File: src/rtl/encoder_event_ctrl.sv
// encoder_event_ctrl
//   Per-channel saturating signed position counters fed by encoder up/down
//   pulses, plus a round-robin arbiter that turns "position changed" flags
//   into a single valid/ready event stream.
//   Optional build macro: ENC_ACCEL_EN (same-direction pulses arriving within
//   ACCEL_WIN cycles of each other step by ACCEL_STEP instead of 1).
module encoder_event_ctrl #(
  parameter int N_ENC      = 4,
  parameter int POS_W      = 8,
  parameter int CH_W       = (N_ENC > 1) ? $clog2(N_ENC) : 1,
  parameter int ACCEL_WIN  = 1024,
  parameter int ACCEL_STEP = 4
) (
  input  logic                     clk,
  input  logic                     reset_n,
  input  logic [N_ENC-1:0]         up,
  input  logic [N_ENC-1:0]         down,
  input  logic [N_ENC-1:0]         clr,
  output logic [N_ENC*POS_W-1:0]   pos,
  output logic [N_ENC-1:0]         sat,
  output logic                     ev_valid,
  input  logic                     ev_ready,
  output logic [CH_W-1:0]          ev_chan,
  output logic [POS_W-1:0]         ev_pos
);

  localparam int MAXV = (2 ** (POS_W - 1)) - 1;
  localparam int MINV = -(2 ** (POS_W - 1));

  // Reject out-of-range configurations at elaboration time.
  if (N_ENC < 1 || N_ENC > 16 || POS_W < 4 || POS_W > 16 ||
      ACCEL_WIN < 1 || ACCEL_STEP < 1) begin : g_param_check
    $error("encoder_event_ctrl: parameter out of range");
  end

  typedef enum logic {
    S_IDLE = 1'b0,
    S_HOLD = 1'b1
  } state_t;

  state_t                  r_state;
  state_t                  w_state_nxt;

  logic signed [POS_W-1:0] r_pos      [N_ENC];
  logic signed [POS_W-1:0] w_pos_nxt  [N_ENC];
  logic signed [31:0]      w_sum      [N_ENC];
  logic signed [31:0]      w_step     [N_ENC];
  logic [N_ENC-1:0]        r_sat;
  logic [N_ENC-1:0]        w_sat_nxt;
  logic [N_ENC-1:0]        w_chg;
  logic [N_ENC-1:0]        r_pend;
  logic [N_ENC-1:0]        w_pend_nxt;
  logic [CH_W-1:0]         r_ptr;
  logic [CH_W-1:0]         w_gnt;
  logic                    w_any;
  logic                    w_fire;
  logic [CH_W-1:0]         r_ev_chan;
  logic [POS_W-1:0]        r_ev_pos;

`ifdef ENC_ACCEL_EN
  localparam int ACW = $clog2(ACCEL_WIN + 1);
  localparam logic [ACW-1:0]    WIN_C    = ACW'(ACCEL_WIN);
  localparam logic signed [31:0] STEP_ACC = 32'(ACCEL_STEP);

  logic [ACW-1:0]   r_acc_cnt [N_ENC];
  logic [N_ENC-1:0] r_acc_dir;

  // Acceleration window tracking: restart on each accepted pulse, park at
  // ACCEL_WIN when idle. Reset parks the counter so the first pulse is a
  // single step.
  always_ff @(posedge clk or negedge reset_n) begin
    if (!reset_n) begin
      for (int unsigned i = 0; i < N_ENC; i++) r_acc_cnt[i] <= WIN_C;
      r_acc_dir <= '0;
    end else begin
      for (int unsigned i = 0; i < N_ENC; i++) begin
        if (clr[i]) begin
          r_acc_cnt[i] <= WIN_C;
        end else if (up[i] ^ down[i]) begin
          r_acc_cnt[i] <= '0;
          r_acc_dir[i] <= up[i];
        end else if (r_acc_cnt[i] < WIN_C) begin
          r_acc_cnt[i] <= r_acc_cnt[i] + 1'b1;
        end
      end
    end
  end

  // Step size per channel from the acceleration window.
  always_comb begin
    for (int unsigned i = 0; i < N_ENC; i++) begin
      w_step[i] = 32'sd1;
      if (r_acc_cnt[i] < WIN_C && r_acc_dir[i] == up[i]) w_step[i] = STEP_ACC;
    end
  end
`else
  // Fixed unit step.
  always_comb begin
    for (int unsigned i = 0; i < N_ENC; i++) w_step[i] = 32'sd1;
  end
`endif

  // Next position / sat / changed per channel: clear, cancel, clamped step.
  always_comb begin
    for (int unsigned i = 0; i < N_ENC; i++) begin
      w_pos_nxt[i] = r_pos[i];
      w_sat_nxt[i] = r_sat[i];
      w_chg[i]     = 1'b0;
      w_sum[i]     = '0;
      if (clr[i]) begin
        w_pos_nxt[i] = '0;
        w_sat_nxt[i] = 1'b0;
        w_chg[i]     = (r_pos[i] != '0);
      end else if (up[i] ^ down[i]) begin
        w_sum[i] = up[i] ? (32'(r_pos[i]) + w_step[i]) : (32'(r_pos[i]) - w_step[i]);
        if (w_sum[i] > MAXV) begin
          w_pos_nxt[i] = POS_W'(MAXV);
          w_sat_nxt[i] = 1'b1;
        end else if (w_sum[i] < MINV) begin
          w_pos_nxt[i] = POS_W'(MINV);
          w_sat_nxt[i] = 1'b1;
        end else begin
          w_pos_nxt[i] = POS_W'(w_sum[i]);
        end
        w_chg[i] = (w_pos_nxt[i] != r_pos[i]);
      end
    end
  end

  // Round-robin scan: first pending channel after the pointer.
  always_comb begin
    w_any = 1'b0;
    w_gnt = '0;
    for (int unsigned k = 1; k <= N_ENC; k++) begin
      if (!w_any && r_pend[CH_W'((32'(r_ptr) + k) % N_ENC)]) begin
        w_any = 1'b1;
        w_gnt = CH_W'((32'(r_ptr) + k) % N_ENC);
      end
    end
  end

  // Arbiter next-state and grant decision.
  always_comb begin
    w_state_nxt = r_state;
    w_fire      = 1'b0;
    case (r_state)
      S_IDLE: begin
        if (w_any) begin
          w_fire      = 1'b1;
          w_state_nxt = S_HOLD;
        end
      end
      S_HOLD: begin
        if (ev_ready) begin
          if (w_any) w_fire = 1'b1;
          else       w_state_nxt = S_IDLE;
        end
      end
      default: w_state_nxt = S_IDLE;
    endcase
  end

  // Pending update: a change in the grant cycle re-arms the bit (set wins).
  always_comb begin
    w_pend_nxt = r_pend;
    if (w_fire) w_pend_nxt[w_gnt] = 1'b0;
    w_pend_nxt = w_pend_nxt | w_chg;
  end

  // Arbiter state register.
  always_ff @(posedge clk or negedge reset_n) begin
    if (!reset_n) r_state <= S_IDLE;
    else          r_state <= w_state_nxt;
  end

  // Event payload and round-robin pointer, captured on grant.
  always_ff @(posedge clk or negedge reset_n) begin
    if (!reset_n) begin
      r_ev_chan <= '0;
      r_ev_pos  <= '0;
      r_ptr     <= CH_W'(N_ENC - 1);
    end else if (w_fire) begin
      r_ev_chan <= w_gnt;
      r_ev_pos  <= r_pos[w_gnt];
      r_ptr     <= w_gnt;
    end
  end

  // Position, saturation and pending registers.
  always_ff @(posedge clk or negedge reset_n) begin
    if (!reset_n) begin
      for (int unsigned i = 0; i < N_ENC; i++) r_pos[i] <= '0;
      r_sat  <= '0;
      r_pend <= '0;
    end else begin
      for (int unsigned i = 0; i < N_ENC; i++) r_pos[i] <= w_pos_nxt[i];
      r_sat  <= w_sat_nxt;
      r_pend <= w_pend_nxt;
    end
  end

  // Flatten positions onto the parallel output bus.
  always_comb begin
    pos = '0;
    for (int unsigned i = 0; i < N_ENC; i++) pos[i*POS_W +: POS_W] = r_pos[i];
  end

  assign sat      = r_sat;
  assign ev_valid = (r_state == S_HOLD);
  assign ev_chan  = r_ev_chan;
  assign ev_pos   = r_ev_pos;

endmodule

File: config.mk
export PLATFORM = sky130hd
export DESIGN_NAME = encoder_event_ctrl
export DESIGN_NICKNAME = d
export VERILOG_FILES = /design/src/rtl/encoder_event_ctrl.sv
export SDC_FILE = /design/constraint.sdc
export NUM_CORES = 1
export LEC_CHECK = 0
export BUFFER_PORTS_ARGS = -buffer_cell sky130_fd_sc_hd__buf_2
export CORE_MARGIN = 3
export CORE_UTILIZATION = 35
export CTS_BUF_LIST = sky130_fd_sc_hd__clkbuf_16
export DETAILED_ROUTE_END_ITERATION = 10
export MAX_ROUTING_LAYER = met4
export PLACE_DENSITY_LB_ADDON = 0.15
export SYNTH_ARGS = -nofsm -noshare
export SYNTH_HDL_FRONTEND = slang
export SYNTH_SLANG_ARGS = --single-unit
File: constraint.sdc
create_clock -name clk -period 3.9 [get_ports clk]
set_input_delay 0.585 -clock clk [delete_from_list [all_inputs] [get_ports clk]]
set_output_delay 0.585 -clock clk [all_outputs]
set_load 0.01 [all_outputs]
==> impl_summary.txt, run 1 <==
----------------------------------------------------
[Die]
  Area inside the core boundary ... 13300 µm²
  Die X-Extent ... 122.8 µm
  Row count ... 42
  I/O pin count ... 62
  Effective utilization at floorplan ... 0.3589
  Die footprint ... 15070 µm²
  DIE HEIGHT ... 122.8 µm

[Yosys]
  Syn Std Cell Area ... 4772 µm²
  Cell taking the most area after synthesis ... sky130_fd_sc_hd__dfrtp_1
  Mapped Cells ... 593
  Synth cell types ... 72
  Top-count cell post-synth ... sky130_fd_sc_hd__nand2_1
  Area contributors post-synth ... sky130_fd_sc_hd__dfrtp_1 (27%), sky130_fd_sc_hd__ha_1 (7.3%), sky130_fd_sc_hd__nand2_1 (4.9%)
  Area share of the largest cell type after synthesis ... 0.2674
  Sequential element share of the synthesized area ... 0.2784
  Async S/R FF share, synth ... 1.000
  Mean cell area of the mapped netlist ... 8.047 µm²
  List of most frequent post-synthesis cells ... sky130_fd_sc_hd__nand2_1 (62), sky130_fd_sc_hd__nor2_1 (60), sky130_fd_sc_hd__dfrtp_1 (51)
  Number of enable flip-flop cells after synthesis ... 0
  Dominant register cell in the synthesized netlist ... sky130_fd_sc_hd__dfrtp_1
  Number of warnings printed during yosys synthesis ... 0
  Number of synthesized register bits ... 53
  Synthesized netlist net count ... 640

[Timing]
  Slew at the pin closest to its max-slew limit ... 0.9018 ns
  Setup Viol. Count Final ... 0
  Unrepaired setup endpoints after global routing ... no
  Final min period ... 3.371 ns
  Worst slew margin ... 0.3967
  Final hold vios ... 0
  Portion of the clock cycle consumed by the worst path in the final layout ... 0.8645
  Accumulated negative setup slack ... 0 ns
  Maximum frequency from static timing analysis ... 296.6 MHz
  Final-report max-slew violation count ... 0
  Worst Skew ... 0.008073 ns

[Route]
  First DRT Iteration DRCs ... 247
  Top metal layer carrying routed signals ... met4
  Via/cell ratio ... 5.720
  Routed length on met2 ... 6447 µm
  DR DRC count ... 0
  Routed vias ... 4713
  Overall routed net length ... 13770 µm
  Wire length on met1 ... 6499 µm
  Routed WL per cell ... 16.71 µm
  Total iterations of the first detailed-routing run ... 5
  Metal3 WL ... 679 µm
  Post-route ant nets ... 0

[CTS]
  Number of buffers added by the clock tree synthesis step ... 5
  Insertion delay to the later sink of the worst-skew pair ... 0.30 ns
  Clock tree from TritonCTS ... built
  CTS max path bufs ... 2
  CTS H-tree lvls ... 2
  Count of hold buffers inserted by post-cts repair ... 0
  Clk Tree Root Cell ... sky130_fd_sc_hd__clkbuf_16
  CTS sink cnt ... 53
  Clock transition at the registers of the reported paths ... 0.07 ns
  Post-CTS Setup Repair Bufs ... 0
  Number of gates given a new drive strength after cts ... 0

[Critical path]
  Data arrival time at the worst-slack endpoint ... 3.53 ns
  CP Cell Sequence ... inv_1 -> fa_1 -> and2b_1 -> o211ai_1 -> a311oi_2 -> a2bb2oi_1 -> and3_1 -> or4_1 -> a2111oi_0 -> a31oi_1
  Largest fanout of any net on the critical path ... 8
  CP peak stage delay ... 0.47 ns
  Critical Path Start Type ... flip-flop
  Max stage delay cell, worst path ... sky130_fd_sc_hd__dfrtp_1
  Kind of critical path ... reg -> reg
  Cell class contributing the biggest share of worst-path delay ... compound AO/OA/AOI/OAI gates
  Critical path depth ... 10
  Category of the worst setup path capture point ... flip-flop
  Buffer and inverter count on the worst path ... 1
  Setup slack of the worst register-to-register path ... 0.53 ns
  Cell count of the worst reg-to-reg path ... 10
  Required time worst endpoint ... 4.06 ns

[Place]
  Sum of net half-perimeters after detailed placement ... 10400 µm
  Port-buffer cells ... 61
  Routability-driven placement congestion ratio ... 0.9018

[Layout]
  Fill cell total of the finished layout ... 1367
  FF/Latch Area ... 1329 µm²
  Layout-stage area growth over the synthesis result ... 13.87%
  Fraction of final layout cells with drive strength greater than 1 ... 0.1451
  Total number of nets in the final design ... 694
  Number of diodes added for antenna fixing ... 0
  Area taken by multi-input logic gates ... 3278 µm²

[Status]
  Result of the run ... complete, no violations

[Global route]
  Global-route wire length before repair ... 22920 µm
  Initial antenna violation count ... 0
  Sum of overflow across all layers after global routing ... 0
  Number of global-route vias before repair ... 4632
  GRT Resource Usage Total ... 0.1933
  Maximum number of pins on one net before global-route repair ... 54

[Flow run]
  # Max-Cap Violations ... 0

[Power]
  Worst supply voltage drop on vdd ... 0.0002621 V
  Total power per unit cell area ... 742.6 nW/µm²
  Total chip power ... 4.035 mW
  Leakage component of the power ... 2.411 nW

[Hold path]
  Hold WC Path Type ... in -> async

----------------------------------------------------
per-layer routing:
layer  GRT usage  vias up
met4     0.04059        0
li1            -     2308
met1      0.2608     2246
met2      0.3102      144
met5           -        -
met3     0.02811       15
path summary, 6_finish.rpt:
path,from,end
min,reset_n,pos[27]
max reg2reg,pos[8],r_pend[1]
min in group clk,ev_pos[1],ev_pos[1]
max,pos[8],r_pend[1]
min reg2reg,ev_pos[1],ev_pos[1]
max in group asynchronous,reset_n,pos[15]
stage by stage:
step	setup WS (ns)	area, µm²	utilization	instances	hold WS [ns]
floorplan	0.8521	4772	-	593	0.2894
global placement	0.4382	5271	0.3965	816	0.4693
detailed placement	0.3595	5271	0.3965	816	0.4747
CTS	0.5467	5434	0.4087	824	0.4451
global route	0.2917	5434	0.4087	824	0.4888
finish	0.5286	5434	0.4087	824	0.4058
layout by cell type, fill, tap and decap left out, drive strengths merged, types with 7 or more instances in the layout:
cell type	netlist	layout
o211ai	10	10
mux2i	8	8
dfrtp	51	51
a31oi	7	7
o21ai	54	54
nand2b	8	8
nor2b	10	10
inv	25	26
a22o	13	13
nand3	17	17
ha	28	28
xor2	11	11
xnor2	18	18
a211oi	15	15
buf	1	67
nor4	8	8
nor2	60	60
a21oi	38	38
or2	7	7
nand2	62	62
a21o	8	8
nor3	19	19
flip-flops by register name, indices dropped and copies added (netlist names):
register / count
ev_chan: 2
ev_pos: 8
ev_valid: 1
pos: 32
r_pend: 4
r_ptr: 2
sat: 4
worst register-to-register path, cell delays in order (launching register included):
cell,delay [ns]
sky130_fd_sc_hd__dfrtp_1,0.47
sky130_fd_sc_hd__inv_1,0.14
sky130_fd_sc_hd__fa_1,0.42
sky130_fd_sc_hd__and2b_1,0.25
sky130_fd_sc_hd__o211ai_1,0.17
sky130_fd_sc_hd__a311oi_2,0.33
sky130_fd_sc_hd__a2bb2oi_1,0.25
sky130_fd_sc_hd__and3_1,0.23
sky130_fd_sc_hd__or4_1,0.45
sky130_fd_sc_hd__a2111oi_0,0.41
sky130_fd_sc_hd__a31oi_1,0.14
where the power goes:
part | internal, mW | switching (mW)
clock network | 0.299 | 0.200
logic | 1.06 | 1.45
registers | 0.733 | 0.300
total | 2.09 | 1.95
cells by family (layout without fill, tap and decap cells):
kind of cell | count (synthesis) | after routing | share of synthesized area
AND/OR/NAND/NOR | 223 | 223 | 0.2263
AO/OA/AOI/OAI | 194 | 194 | 0.2777
flip-flops | 53 | 53 | 0.2784
buffers and inverters | 45 | 100 | 0.03540
adder cells (fa/ha/maj) | 35 | 35 | 0.09649
XOR/XNOR | 29 | 29 | 0.05480
multiplexers | 14 | 14 | 0.03094
cell type report:
class / instances / area share
Tap cell: 176 / 0.04052
Multi-Input combinational cell: 495 / 0.6033
Timing Repair Buffer: 67 / 0.06447
Clock buffer: 5 / 0.02303
Sequential cell: 53 / 0.2445
Clock inverter: 3 / 0.006908
Inverter: 25 / 0.01727
Note: power is estimated with default switching activity, not from simulation.
==> run 2: changes to the inputs <==
--- a/config.mk
+++ b/config.mk
@@ -6,6 +6,7 @@
 export NUM_CORES = 1
 export LEC_CHECK = 0
 export BUFFER_PORTS_ARGS = -buffer_cell sky130_fd_sc_hd__buf_2
+export CORE_ASPECT_RATIO = 0.8
 export CORE_MARGIN = 3
 export CORE_UTILIZATION = 35
 export CTS_BUF_LIST = sky130_fd_sc_hd__clkbuf_16
==> run 2 against run 1 <==
Setup slack lost 0.018 ns. Utilization is 0.36 points higher. Global-route usage is 0.52 points lower. Sequential power is essentially flat. Design area fell by 0.60%. Maximum frequency shrank 0.52%. Clock power fell by 7.6%. Combinational power about the same. Critical endpoint unchanged.
==> impl_summary.txt, run 2 (same netlist as run 1, synthesis figures left out) <==
----------------------------------------------------
[Timing]
  Final min period ... 3.389 ns
  Final-report max-slew violation count ... 0
  Setup Viol. Count Final ... 0
  Maximum frequency from static timing analysis ... 295.1 MHz
  Worst hold-check slack ... 0.3585 ns
  Slew at the pin closest to its max-slew limit ... 0.8935 ns
  Worst slew margin ... 0.4023
  Unrepaired setup endpoints after global routing ... no
  Portion of the clock cycle consumed by the worst path in the final layout ... 0.8690
  Final hold vios ... 0
  Accumulated negative setup slack ... 0 ns
  Worst Skew ... 0.008262 ns

[Critical path]
  Category of the worst setup path capture point ... flip-flop
  Data arrival time at the worst-slack endpoint ... 3.56 ns
  Startpoint of the worst register-to-register path ... pos[9]
  Reg2Reg Capture Point ... r_pend[1]
  Kind of critical path ... reg -> reg
  Critical Path Start Type ... flip-flop
  Largest fanout of any net on the critical path ... 8
  Setup slack of the worst register-to-register path ... 0.51 ns
  Required time worst endpoint ... 4.07 ns
  Cell count of the worst reg-to-reg path ... 10

[Global route]
  Global-route wire length before repair ... 23000 µm
  GRT Resource Usage Total ... 0.1881
  Number of global-route vias before repair ... 4607
  Initial antenna violation count ... 0
  Sum of overflow across all layers after global routing ... 0
  Maximum number of pins on one net before global-route repair ... 36

[Route]
  First DRT Iteration DRCs ... 424
  Routed vias ... 4720
  Overall routed net length ... 13710 µm
  Via/cell ratio ... 5.749
  Total iterations of the first detailed-routing run ... 5
  DR DRC count ... 0
  Routed WL per cell ... 16.70 µm
  Post-route ant nets ... 0

[Place]
  Sum of net half-perimeters after detailed placement ... 10390 µm
  Routability-driven placement congestion ratio ... 0.9291
  Port-buffer cells ... 61
  Dpl cells ... 813
  Area after DPL ... 5255 µm²

[Flow run]
  # Max-Cap Violations ... 0

[CTS]
  Number of gates given a new drive strength after cts ... 0
  Clk Tree Root Cell ... sky130_fd_sc_hd__clkbuf_16
  Clock tree from TritonCTS ... built
  CTS H-tree lvls ... 2
  Number of buffers added by the clock tree synthesis step ... 5
  Insertion delay to the later sink of the worst-skew pair ... 0.30 ns
  Post-CTS Setup Repair Bufs ... 0
  Clock transition at the registers of the reported paths ... 0.08 ns
  Count of hold buffers inserted by post-cts repair ... 0
  CTS sink cnt ... 53
  CTS max path bufs ... 2

[Power]
  Leakage component of the power ... 2.389 nW
  Total power per unit cell area ... 738.2 nW/µm²
  Part of the total power dissipated in the clock network ... 0.115
  Share of power burned in registers ... 0.258
  Switching share of total power ... 0.4929
  Worst supply voltage drop on vdd ... 0.0003023 V
  Combinational power share ... 0.626
  Power dissipated by switching net loads ... 1.966 mW
  Cell internal power dissipation ... 2.022 mW

[Layout]
  Largest register FFs ... 32
  Final instance count without filler cells ... 821
  Layout-stage area growth over the synthesis result ... 13.19%
  Number of diodes added for antenna fixing ... 0
  Commonest cells after routing, fill and taps aside ... sky130_fd_sc_hd__nand2_1 (62), sky130_fd_sc_hd__buf_2 (61), sky130_fd_sc_hd__nor2_1 (60)
  Final Cell Area ... 5401 µm²
  Fraction of final layout cells with drive strength greater than 1 ... 0.1455
  Leading cell type in the layout, fill and taps excluded ... sky130_fd_sc_hd__nand2_1
  Total number of nets in the final design ... 692

[Die]
  Die footprint ... 15080 µm²
  Area inside the core boundary ... 13100 µm²
  Row count ... 37
  DIE HEIGHT ... 110.4 µm
  Die X-Extent ... 136.6 µm
  I/O pin count ... 62
  Effective utilization at floorplan ... 0.3642

[Hold path]
  Hold WC Path Type ... in -> async

[Status]
  Result of the run ... complete, no violations

----------------------------------------------------
[run 2: changes by cell type in the layout (fill, tap and decap cells not counted), sizes merged]
cell	previous run	this run
clkinvlp	0	1
buf	67	65
bufinv	1	0
[run 2: power groups by stage]
stage	clock network, mW	registers (mW)	logic [mW]
after floorplan	0	0.995	1.81
after global routing	0.495	1.06	2.81
after detailed placement	0	1.04	2.47
final	0.460	1.03	2.50
after global placement	0	1.04	2.44
after CTS	0.472	1.03	2.49
[run 2: how the worst max path moves through the flow]
stage | slack (ns) | end | cells past startpoint | from
2_1_floorplan | 0.85 | r_pend[1] | 9 | up[1]
3_3_place_gp | 0.46 | r_pend[1] | 11 | up[1]
3_5_place_dp | 0.40 | r_pend[1] | 11 | up[1]
4_1_cts | 0.56 | r_pend[1] | 10 | pos[9]
5_1_grt | 0.16 | r_pend[1] | 10 | pos[9]
6_report | 0.51 | r_pend[1] | 10 | pos[9]
[run 2: stage by stage]
step | total power, mW | utilization | setup WS, ns
6_report | 3.987 | 0.4123 | 0.5108
5_1_grt | 4.365 | 0.4123 | 0.1565
4_1_cts | 3.991 | 0.4123 | 0.5609
3_5_place_dp | 3.513 | 0.4011 | 0.4017
3_3_place_gp | 3.474 | 0.4011 | 0.4627
2_1_floorplan | 2.807 | - | 0.8521
[run 2: metal layers]
| layer | up-vias | wire (µm) | GRT usage |
|---|---|---|---|
| met5 | - | 0 | - |
| met4 | 0 | 88 | 0.03962 |
| met3 | 10 | 770 | 0.02778 |
| met2 | 152 | 6326 | 0.2905 |
| met1 | 2263 | 6526 | 0.2620 |
| li1 | 2295 | - | - |
[run 2: worst max-delay path, cell delays in order (launching register included)]
cell and delay (ns):
sky130_fd_sc_hd__dfrtp_1 0.50, sky130_fd_sc_hd__inv_1 0.15, sky130_fd_sc_hd__fa_1 0.40, sky130_fd_sc_hd__and2b_1 0.24, sky130_fd_sc_hd__o211ai_1 0.18, sky130_fd_sc_hd__a311oi_2 0.34
sky130_fd_sc_hd__a2bb2oi_1 0.25, sky130_fd_sc_hd__and3_1 0.23, sky130_fd_sc_hd__or4_1 0.45, sky130_fd_sc_hd__a2111oi_0 0.39, sky130_fd_sc_hd__a31oi_1 0.14
[run 2: cell type report]
type	instances	area, µm²
Multi-Input combinational cell	495	3278
Clock buffer	5	125.1
Timing Repair Buffer	65	335.3
Fill cell	1346	7700
Tap cell	175	219.0
Inverter	25	93.84
Clock inverter	3	21.27
Sequential cell	53	1329
==> run 3: changes to the inputs <==
--- a/config.mk
+++ b/config.mk
@@ -6,6 +6,8 @@
 export NUM_CORES = 1
 export LEC_CHECK = 0
 export BUFFER_PORTS_ARGS = -buffer_cell sky130_fd_sc_hd__buf_2
+export CELL_PAD_IN_SITES_DETAIL_PLACEMENT = 1
+export CELL_PAD_IN_SITES_GLOBAL_PLACEMENT = 1
 export CORE_ASPECT_RATIO = 0.8
 export CORE_MARGIN = 3
 export CORE_UTILIZATION = 35
==> run 3 against run 2 <==
Flip-flop and latch count unchanged. Critical endpoint unchanged. Register-to-register slack gained 0.18 ns. Critical path depth grew 1.
==> impl_summary.txt, run 3 (same netlist as run 1, synthesis figures left out) <==
----------------------------------------------------
[Status]
  Result of the run ... complete, no violations

[Critical path]
  Max stage delay cell, worst path ... sky130_fd_sc_hd__or4_1
  Largest fanout of any net on the critical path ... 8
  CP Cell Sequence ... buf_2 -> inv_1 -> ha_1 -> a211oi_1 -> o21ai_1 -> a21oi_1 -> a2bb2oi_1 -> and3_1 -> or4_1 -> a2111oi_0 -> a31oi_1
  CP peak stage delay ... 0.45 ns
  Kind of critical path ... in -> reg
  Category of the worst setup path capture point ... flip-flop
  Startpoint of the worst register-to-register path ... pos[8]
  Setup slack of the worst register-to-register path ... 0.69 ns
  Required time worst endpoint ... 4.07 ns
  Data arrival time at the worst-slack endpoint ... 3.44 ns
  Buffer and inverter count on the worst path ... 2
  Critical Path Start Type ... input pin
  Cell class contributing the biggest share of worst-path delay ... compound AO/OA/AOI/OAI gates
  Cell count of the worst reg-to-reg path ... 10
  Reg2Reg Capture Point ... r_pend[1]

[Hold path]
  Hold WC Path Type ... in -> async

[Power]
  Worst supply voltage drop on vdd ... 0.0003529 V
  Leakage component of the power ... 2.419 nW
  Total power per unit cell area ... 752.9 nW/µm²

[Route]
  Overall routed net length ... 15560 µm
  Routed vias ... 4726
  Total iterations of the first detailed-routing run ... 4
  Routed WL per cell ... 18.82 µm
  Post-route ant nets ... 0
  First DRT Iteration DRCs ... 294
  Via/cell ratio ... 5.715
  DR DRC count ... 0

[Timing]
  Slew at the pin closest to its max-slew limit ... 0.8977 ns
  Worst Skew ... 0.01363 ns
  Setup Viol. Count Final ... 0
  Worst slew margin ... 0.3995
  Accumulated negative setup slack ... 0 ns
  Final min period ... 3.271 ns
  Final-report max-slew violation count ... 0
  Maximum frequency from static timing analysis ... 305.7 MHz
  Final hold vios ... 0
  Unrepaired setup endpoints after global routing ... no
  Portion of the clock cycle consumed by the worst path in the final layout ... 0.8387

[Layout]
  Fill cell total of the finished layout ... 1600
  Total number of nets in the final design ... 698
  Number of diodes added for antenna fixing ... 0
  Area taken by multi-input logic gates ... 3278 µm²
  Final instance count without filler cells ... 827
  Layout-stage area growth over the synthesis result ... 14.21%
  Utilization of the core after routing ... 0.4160
  Largest register FFs ... 32
  Leading cell type in the layout, fill and taps excluded ... sky130_fd_sc_hd__nand2_1
  FF/Latch Area ... 1329 µm²
  Commonest cells after routing, fill and taps aside ... sky130_fd_sc_hd__nand2_1 (62), sky130_fd_sc_hd__buf_2 (61), sky130_fd_sc_hd__nor2_1 (60)
  Fraction of final layout cells with drive strength greater than 1 ... 0.1534

[Global route]
  Sum of overflow across all layers after global routing ... 0
  Number of global-route vias before repair ... 4971
  Maximum number of pins on one net before global-route repair ... 28
  Initial antenna violation count ... 0
  GRT Resource Usage Total ... 0.2205
  Global-route wire length before repair ... 26600 µm

[CTS]
  Number of buffers added by the clock tree synthesis step ... 5
  Clock transition at the registers of the reported paths ... 0.08 ns
  CTS sink cnt ... 53
  Insertion delay to the later sink of the worst-skew pair ... 0.30 ns
  Clock tree from TritonCTS ... built
  Number of gates given a new drive strength after cts ... 0
  CTS max path bufs ... 2
  CTS H-tree lvls ... 2
  Clk Tree Root Cell ... sky130_fd_sc_hd__clkbuf_16
  Post-CTS Setup Repair Bufs ... 0
  Count of hold buffers inserted by post-cts repair ... 0

[Die]
  Die footprint ... 15080 µm²
  I/O pin count ... 62
  Effective utilization at floorplan ... 0.3642
  Die X-Extent ... 136.6 µm
  DIE HEIGHT ... 110.4 µm
  Area inside the core boundary ... 13100 µm²
  Row count ... 37

[Flow run]
  # Max-Cap Violations ... 0

[Place]
  Sum of net half-perimeters after detailed placement ... 12120 µm
  Routability-driven placement congestion ratio ... 0.8710
  Dpl cells ... 819
  Port-buffer cells ... 61

----------------------------------------------------
## run 3: changes by cell type in the layout (fill, tap and decap cells not counted), sizes merged
cell / change
buf: +6
## run 3: stage by stage
step	power (mW)	worst slack (ns)	hold slack (ns)	area, µm²
finish	4.104	0.6290	0.3156	5450
global route	4.512	0.3865	0.3460	5450
global placement	3.549	0.4429	0.4594	5300
CTS	4.122	0.6401	0.3269	5450
detailed placement	3.627	0.3349	0.4701	5300
floorplan	2.807	0.8521	0.2894	4772
## run 3: metal layers
| layer | share of wire | vias to the layer above | global-route usage |
|---|---|---|---|
| met5 | 0 | - | - |
| met4 | 0.0096 | 0 | 0.03425 |
| met3 | 0.037 | 16 | 0.02869 |
| met2 | 0.44 | 77 | 0.3286 |
| met1 | 0.51 | 2317 | 0.3252 |
| li1 | - | 2316 | - |
## run 3: area by class of cell
| cell class | count | area share |
|---|---|---|
| Sequential cell | 53 | 0.2438 |
| Inverter | 25 | 0.01722 |
| Timing Repair Buffer | 71 | 0.06979 |
| Clock buffer | 5 | 0.02296 |
| Tap cell | 175 | 0.04017 |
| Clock inverter | 3 | 0.004591 |
| Multi-Input combinational cell | 495 | 0.6015 |
## run 3: power breakdown
part / internal, mW / switching (mW) / leakage, nW
logic: 1.08 / 1.54 / 1.69
registers: 0.733 / 0.284 / 0.663
clock network: 0.242 / 0.226 / 0.0704
## run 3: worst register-to-register path: cells and delay by family, from the launching register on
kind / cells / cell delay [ns]
compound gates: 5 / 1.28
simple gates: 3 / 0.93
fa+ha+maj: 1 / 0.42
flops: 1 / 0.35
buf+inv: 1 / 0.11
## run 3: worst max path at each step
stage	startpoint	to	slack, ns	depth (start not counted)
final	up[1]	r_pend[1]	0.63	11
after global routing	up[1]	r_pend[1]	0.39	11
after CTS	up[1]	r_pend[1]	0.64	11
after detailed placement	up[1]	r_pend[1]	0.33	11
after global placement	up[1]	r_pend[1]	0.44	11
after floorplan	up[1]	r_pend[1]	0.85	9
